$ cat config.mk
export PLATFORM = sky130hd
export DESIGN_NAME = fb_word_unpacker
export DESIGN_NICKNAME = d
export VERILOG_FILES = /design/src/rtl/fb_word_unpacker.sv
export SDC_FILE = /design/constraint.sdc
export NUM_CORES = 1
export LEC_CHECK = 0
export ABC_AREA = 1
export BUFFER_PORTS_ARGS = -buffer_cell sky130_fd_sc_hd__buf_2
export CAP_MARGIN = 30
export CORE_MARGIN = 2
export CORE_UTILIZATION = 47
export DETAILED_ROUTE_END_ITERATION = 8
export GPL_ROUTABILITY_DRIVEN = 0
export PLACE_DENSITY = 0.86
export SLEW_MARGIN = 10
export SYNTH_ARGS = -nofsm -noshare
export SYNTH_HDL_FRONTEND = slang
export SYNTH_SLANG_ARGS = --single-unit
$ cat constraint.sdc
create_clock -name clk -period 1.75 [get_ports clk]
set_input_delay 0.35 -clock clk [delete_from_list [all_inputs] [get_ports clk]]
set_output_delay 0.35 -clock clk [all_outputs]
set_load 0.005 [all_outputs]
$ cat src/rtl/fb_word_unpacker.sv
// fb_word_unpacker: serialises packed framebuffer words into one pixel per beat
// and tracks the raster position, with start-of-frame / end-of-line /
// end-of-frame markers. A shared flush drops the held word and rewinds the
// raster to (0,0).
module fb_word_unpacker #(
  parameter int WordW = 32,
  parameter int PixW  = 8,
  parameter int HRes  = 640,
  parameter int VRes  = 480,
  parameter int XW    = $clog2(HRes),
  parameter int YW    = $clog2(VRes)
) (
  input  logic             clk,
  input  logic             rst_n,
  input  logic             flush_i,
  input  logic             valid_i,
  output logic             ready_o,
  input  logic [WordW-1:0] data_i,
  output logic             valid_o,
  input  logic             ready_i,
  output logic [PixW-1:0]  pix_o,
  output logic [XW-1:0]    x_o,
  output logic [YW-1:0]    y_o,
  output logic             sof_o,
  output logic             eol_o,
  output logic             eof_o
);

  localparam int L  = WordW / PixW;
  localparam int LW = (L > 1) ? $clog2(L) : 1;
  localparam logic [LW-1:0] LAST_LANE = LW'(L - 1);
  localparam logic [XW-1:0] X_LAST    = XW'(HRes - 1);
  localparam logic [YW-1:0] Y_LAST    = YW'(VRes - 1);

  typedef enum logic {EMPTY = 1'b0, HOLD = 1'b1} state_t;

  state_t            state_q, state_d;
  logic [WordW-1:0]  word_q;
  logic [LW-1:0]     lane_q, lane_d;
  logic [XW-1:0]     x_q, x_d;
  logic [YW-1:0]     y_q, y_d;
  logic              full;
  logic              last_lane;
  logic              pix_fire;
  logic              in_fire;

  // Next-state logic: flush beats a new word, a new word beats the last-lane drain
  always_comb begin
    full      = (state_q == HOLD);
    last_lane = (lane_q == LAST_LANE);
    pix_fire  = full && ready_i;
    ready_o   = !flush_i && (!full || (pix_fire && last_lane));
    in_fire   = valid_i && ready_o;
    state_d   = state_q;
    lane_d    = lane_q;
    x_d       = x_q;
    y_d       = y_q;

    if (pix_fire) begin
      if (x_q == X_LAST) begin
        x_d = '0;
        y_d = (y_q == Y_LAST) ? '0 : y_q + 1'b1;
      end else begin
        x_d = x_q + 1'b1;
      end
    end

    if (flush_i) begin
      state_d = EMPTY;
      lane_d  = '0;
      x_d     = '0;
      y_d     = '0;
    end else if (in_fire) begin
      state_d = HOLD;
      lane_d  = '0;
    end else if (pix_fire) begin
      if (last_lane) begin
        state_d = EMPTY;
        lane_d  = '0;
      end else begin
        lane_d = lane_q + 1'b1;
      end
    end
  end

  // Control state: occupancy, lane pointer and raster counters
  always_ff @(posedge clk or negedge rst_n) begin
    if (!rst_n) begin
      state_q <= EMPTY;
      lane_q  <= '0;
      x_q     <= '0;
      y_q     <= '0;
    end else begin
      state_q <= state_d;
      lane_q  <= lane_d;
      x_q     <= x_d;
      y_q     <= y_d;
    end
  end

  // Word holding register: data only, loaded on acceptance, never reset
  always_ff @(posedge clk) begin
    if (in_fire) begin
      word_q <= data_i;
    end
  end

  // Outputs come from registers only; the pixel is blanked while empty
  assign valid_o = full;
  assign pix_o   = full ? word_q[lane_q*PixW +: PixW] : '0;
  assign x_o     = x_q;
  assign y_o     = y_q;
  assign sof_o   = full && (x_q == '0) && (y_q == '0);
  assign eol_o   = full && (x_q == X_LAST);
  assign eof_o   = eol_o && (y_q == Y_LAST);

endmodule

==> metrics.txt, run 1 <==
Ant. Diodes 0; core area approximately 5500 sq um; H-tree levels 2; Comb pwr share 0.161; CP max FO 4; Global Route Usage Sum 0.216; via count 2468; global route total overflow 0; Tmin final approximately 2.0 ns; Fmax achieved 0.512 GHz; final setup TNS -1.11 ns; Area Overhead vs Synth 35.6%; I/O pin count a little under 70; critical path's top delay family simple AND/OR/NAND/NOR gates; most frequent cell after synthesis nor2_1; hold slack final -0.0154 ns; Clock transition at path regs ~0.1 ns; Post-Synthesis Net Count approximately 340; Netlist cell types 27; synthesized flop and latch total 54; sequential share of the synthesized area 0.571; Slowest-stage cell, CP dfrtp_1; fill count around 450; CTS tree done; final setup violation count 12; WS Path Type reg -> out; clock share of power 0.307; Mapped Cells approximately 290; vias per cell 5.33; asr flop ratio synth 0.407; DRT iter0 DRCs around 160; Setup crit start kind register; Final ANT Viol Nets 0; dpl cell area 3110 sq um; CP dominant cell by count nand2_2; cts-stage hold buffer count 0; Avg WL per Cell ~15 um; CTS root buffer clkbuf_8; worst hold path class in -> async; top cell type's share of synthesized area 0.363; worst relative slew slack 0.661; VDD IR-drop max 0.542 mV; crit path cell chain ha_2 > nand2_2 > nor2_2 > nand2_2 > nor3_2 > buf_2; Least-Margin Pin Slew ~0.51 ns; Synth top cells by count 56 x nor2_1, 51 x nand2_1, 32 x edfxtp_1, 28 x inv_1, 23 x o21ai_0; Post-synth EDFFs 32; failing checks negative hold slack, negative setup slack; LEAKAGE roughly 1.6 nW; Sink Count 54; Flop pwr share 0.532; Syn Area/Cell between 9 and 10 sq um; Worst Setup Slack, final -0.203 ns; Die Footprint approximately 6300 sq um; total power 2.72 mW; CP endpoint kind primary output; status complete, but fails checks; CTS Buffer Depth 2; RSZ-0062 raised after global routing true; Inserted Clock Buffers 5; share of cells above drive strength 1 0.396; input/output buffers 68; Initial Util 0.484; WP data required between 1 and 1.5 ns; maxcap violations 0; initial antenna violation count 0; Area contributors post-synth edfxtp_1 36%, dfrtp_1 21%, nor2_1 7.9%; post-DP HPWL around 4400 um; PD cells ~760 nW/um^2; Final Cell Area 3590 sq um; Final #Nets 433; pins over their slew limit 0; Buf/Inv on CP 1; Switching Power approximately 0.69 mW; Final Cycle Share 1.12; largest net degree at the start of global routing 33; post-synth top area cell edfxtp_1; Clk Latency, worst-skew pair between 0.3 and 0.4 ns; sw frac 0.255; Cell Area, Synth 2650 sq um; Arrival @ worst endpoint 1.60 ns; Die Height around 79 um; Internal approximately 2 mW; Top FF cell, synth edfxtp_1; # DRC 0; # rows 27; peak per-stage delay on the critical path about 0.43 ns; first-pass GRT wire length 10400 um; clk_skew 0.00892 ns; final hold vios 22; via count of the first global-routing pass roughly 2.3k; WL final about 6800 um; die width a little under 80 um; drt pass-1 iters 6; Ys Warns 0
[layout make-up]
type,count,area (sq um),area share
clock buffer,5,68.8,0.0192
clock inverter,2,38.8,0.0108
inverter,33,139,0.0387
multi-input combinational,199,1120,0.312
sequential,54,1510,0.422
tap,72,90.1,0.0251
timing repair buffer,97,611,0.170
timing repair inverter,1,8.76,0.00244
[worst reg2reg max path: cells and delay by family, from the launching register on]
kind                     cells  cell delay, ns
AO/OA/AOI/OAI                1            0.16
AND/OR/NAND/NOR              2            0.17
buffers and inverters        3            0.43
flip-flops                   1            0.48
adder cells (fa/ha/maj)      1            0.17
[routing by layer]
metal	GRT usage	up-vias	part of all wire
met3	0.0625	17	0.083
met1	0.254	1151	0.40
li1	-	1171	-
met2	0.381	129	0.49
met5	0	-	0
met4	0.0707	0	0.027
[power groups by stage]
stage,sequential (mW),clock [mW],combinational (mW)
CTS,1.44,0.836,0.391
floorplan,1.46,0,0.176
global placement,1.47,0,0.304
finish,1.45,0.835,0.438
detailed placement,1.47,0,0.312
global route,1.45,0.900,0.479
[cell usage in the layout, fill, tap and decap left out, types with 2 or more instances in the layout]
cell type / Yosys / final
nor2_2: 1 / 9
nand4_1: 10 / 10
buf_2: 3 / 68
edfxtp_1: 32 / 32
o21ai_2: 5 / 5
nor3_1: 5 / 4
inv_2: 4 / 5
nand3_1: 15 / 15
o21ai_0: 23 / 7
nor2_1: 56 / 41
nand2_1: 51 / 46
inv_1: 28 / 24
dfrtp_2: 0 / 2
dfrtp_1: 22 / 20
nor4_2: 0 / 2
buf_4: 2 / 22
nand2_2: 2 / 7
a21oi_1: 12 / 11
nor2_4: 1 / 8
buf_6: 1 / 4
o21ai_1: 5 / 21
xor2_1: 3 / 3
clkbuf_8: 0 / 5
ha_4: 0 / 3
ha_2: 0 / 2
[registers in the layout, summed over array words and instances (netlist names)]
name / count
y_o: 9
x_o: 10
valid_o: 1
lane_q: 2
word_q: 32
[per-stage QoR]
step | instances | util | setup slack, ns
2_1_floorplan | 294 | - | 0.00848
3_3_place_gp | 434 | 0.568 | 0.123
3_5_place_dp | 434 | 0.568 | 0.0618
4_1_cts | 460 | 0.632 | -0.136
5_1_grt | 463 | 0.656 | -0.257
6_report | 463 | 0.656 | -0.203
[kinds of logic after synthesis]
family,Yosys count,share of synthesized area
buf+inv,41,0.0652
flops,54,0.571
xor+xnor,3,0.00992
compound gates,46,0.0945
fa+ha+maj,5,0.0236
simple gates,145,0.236
[final timing paths]
check                                 startpoint                    end  slack (ns)  cells after the start
min in group clk                       data_i[8]    word_q[8]$_DFFE_PP_        0.21                      1
setup reg to reg           lane_q[0]$_DFFE_PN0P_   word_q[12]$_DFFE_PP_        0.07                      7
max in group asynchronous                  rst_n  lane_q[0]$_DFFE_PN0P_        1.39                      1
hold reg to reg               y_o[3]$_DFFE_PN0P_     y_o[3]$_DFFE_PN0P_        0.57                      2
setup / recovery              x_o[1]$_DFFE_PN0P_                  eol_o       -0.20                      6
hold / removal                             rst_n     y_o[4]$_DFFE_PN0P_       -0.02                      1
[repair_timing]
action,in CTS,in global routing
endpoints found under the setup margin,11,44
resized for setup,39,35
gates cloned,2,0
hold endpoints to repair,0,0
pin swaps,18,21
setup buffers,17,3
No activity file was read; power rests on OpenSTA's default activity.
==> run 2, diff against run 1 <==
==> constraint.sdc (replaced) <==
create_clock -name clk -period 1.75 [get_ports clk]
set_input_delay 0.0875 -clock clk [delete_from_list [all_inputs] [get_ports clk]]
set_output_delay 0.0875 -clock clk [all_outputs]
set_load 0.005 [all_outputs]
==> run 2 against run 1 <==
Net effect: the run now ends clean; clock-buffer cell count rose by 1; die area unchanged; final cell count up 3.2%; sequential share of layout area down 0.71 points; critical path type unchanged; largest power group unchanged.
==> metrics.txt, run 2 (synthesis gave the netlist of run 1 again) <==
global route total overflow 0 (unchanged); pre-CTS setup slack 0.164 ns (+0.103 ns); Internal 1.88 mW (-7.2%); Switching Power 0.690 mW (-0.49%); WP data required 1.66 ns (+0.26 ns); final hold vios 0 (-100%); Flop pwr share 0.561 (+0.029); Global Route Usage Sum 0.236 (+0.0191); Ant. Diodes 0 (unchanged); Reg with most FFs word_q; Comb pwr share 0.163 (+0.002); worst relative slew slack 0.646 (-0.0154); clock share of power 0.276 (-0.031); fill count 436 (-2.9%); peak per-stage delay on the critical path 0.42 ns (about the same); # rows 27 (unchanged); vias per cell 5.24 (-1.6%); pins over their slew limit 0 (unchanged); WS Path Type reg -> out; CTS tree done; CP max FO 4 (unchanged); PD cells 705 nW/um^2 (-7.0%); crit path cell chain buf_4 > inv_4 > ha_4 > nand4_1 > nor4_2 > buf_2; commonest non-fill, non-tap cell in the layout buf_2; Initial Util 0.484 (unchanged); initial antenna violation count 0 (unchanged); LEAKAGE 1.65 nW (+2.7%); Final ANT Viol Nets 0 (unchanged); Worst R2R Setup Slack 0.17 ns (+0.10 ns); post-DP HPWL 4330 um (-1.9%); H-tree levels 2 (unchanged); largest net degree at the start of global routing 33 (unchanged); commonest cells after routing, fill and taps aside 68 x buf_2, 54 x nor2_1, 48 x nand2_1, 33 x dlygate4sd3_1, 32 x edfxtp_1; Die Footprint 6250 sq um (unchanged); status completed; Worst Setup Slack, final 0.0212 ns (+0.224 ns); input/output buffers 68 (unchanged); Inserted Clock Buffers 5 (unchanged); Cell Count, Final, Fillers Out 478 (+3.2%); VDD IR-drop max 0.609 mV (+12%); share of cells above drive strength 1 0.286 (-0.111); first-pass GRT wire length 11100 um (+6.9%); Clk Latency, worst-skew pair 0.32 ns (about the same); Sink Count 54 (unchanged); clk_skew 0.00694 ns (-0.00198 ns); # DRC 0 (unchanged); worst hold path class in -> reg; via count of the first global-routing pass 2404 (+3.0%); max reg flops 32 (unchanged); Fmax achieved 0.578 GHz (+13%); Final #Nets 447 (+3.2%); Area Overhead vs Synth 37.8%; CTS root buffer clkbuf_8; sw frac 0.268 (+0.0135); final setup violation count 0 (-12); die width 79.1 um (unchanged); final setup TNS 0 ns (+1.11 ns); via count 2506 (+1.5%); hold slack final 0.0199 ns (+0.0353 ns); CP endpoint kind primary output; drt pass-1 iters 5 (-1); Die Height 79.1 um (unchanged); CTS Buffer Depth 2 (unchanged); Avg WL per Cell 15.3 um (+4.2%); WL final 7330 um (+7.6%); I/O pin count 69 (unchanged); maxcap violations 0 (unchanged); Slowest-stage cell, CP dfrtp_1; Least-Margin Pin Slew 0.532 ns (+0.0230 ns); placed cells 429 (-1.2%); Setup crit start kind register; Tmin final 1.73 ns (-0.224 ns); core area 5470 sq um (unchanged); dpl cell area 3070 sq um (-1.2%); total power 2.57 mW (-5.5%); Final Cycle Share 0.988 (-0.128); DRT iter0 DRCs 200 (+29%); Arrival @ worst endpoint 1.64 ns (+0.04 ns); Util after Layout 0.667 (+0.0107); Final Cell Area 3650 sq um (+1.6%); Clock transition at path regs 0.10 ns (about the same)
==> run 2: cell type report <==
class | count | area (sq um) | area share
inverters | 33 | 135 | 0.0370
clock buffers | 6 | 72.6 | 0.0199
repair buffers | 112 | 769 | 0.211
flip-flops and latches | 54 | 1510 | 0.414
clock inverters | 2 | 15.0 | 0.00411
well taps | 72 | 90.1 | 0.0247
multi-input cells | 199 | 1050 | 0.289
==> run 2: layer usage <==
metal	global-route usage	share of wire
met1	0.280	0.40
met2	0.422	0.52
met3	0.0477	0.072
met4	0.0828	0.015
met5	0	0
==> run 2: power groups by stage <==
stage               clock network [mW]  registers [mW]  logic (mW)
finish                           0.711            1.44       0.419
global placement                     0            1.46       0.306
global route                     0.772            1.45       0.466
CTS                              0.709            1.43       0.390
detailed placement                   0            1.47       0.312
floorplan                            0            1.46       0.176
==> run 2: repair_timing <==
action,CTS,global route
endpoints found under the hold margin,54,0
setup endpoints to repair,5,9
resized for setup,6,19
hold buffers,33,0
pin swaps,0,7
buffers inserted,2,6
==> run 2: path summary, 6_finish.rpt <==
kind / startpoint / endpoint / cells past startpoint
worst max-delay path: x_o[0]$_DFFE_PN0P_ / sof_o / 6
worst min-delay path: valid_i / valid_o$_DFFE_PN0P_ / 3
worst max register to register: valid_o$_DFFE_PN0P_ / word_q[22]$_DFFE_PP_ / 6
worst min register to register: y_o[4]$_DFFE_PN0P_ / y_o[4]$_DFFE_PN0P_ / 2
max in group asynchronous: rst_n / y_o[5]$_DFFE_PN0P_ / 2
min in group asynchronous: rst_n / y_o[4]$_DFFE_PN0P_ / 2
==> run 2: worst max-delay path, delay by kind of cell, from the launching register on <==
kind / cells / cell delay [ns]
flip-flops: 1 / 0.42
AND/OR/NAND/NOR: 2 / 0.40
buffers and inverters: 3 / 0.38
adder cells (fa/ha/maj): 1 / 0.13
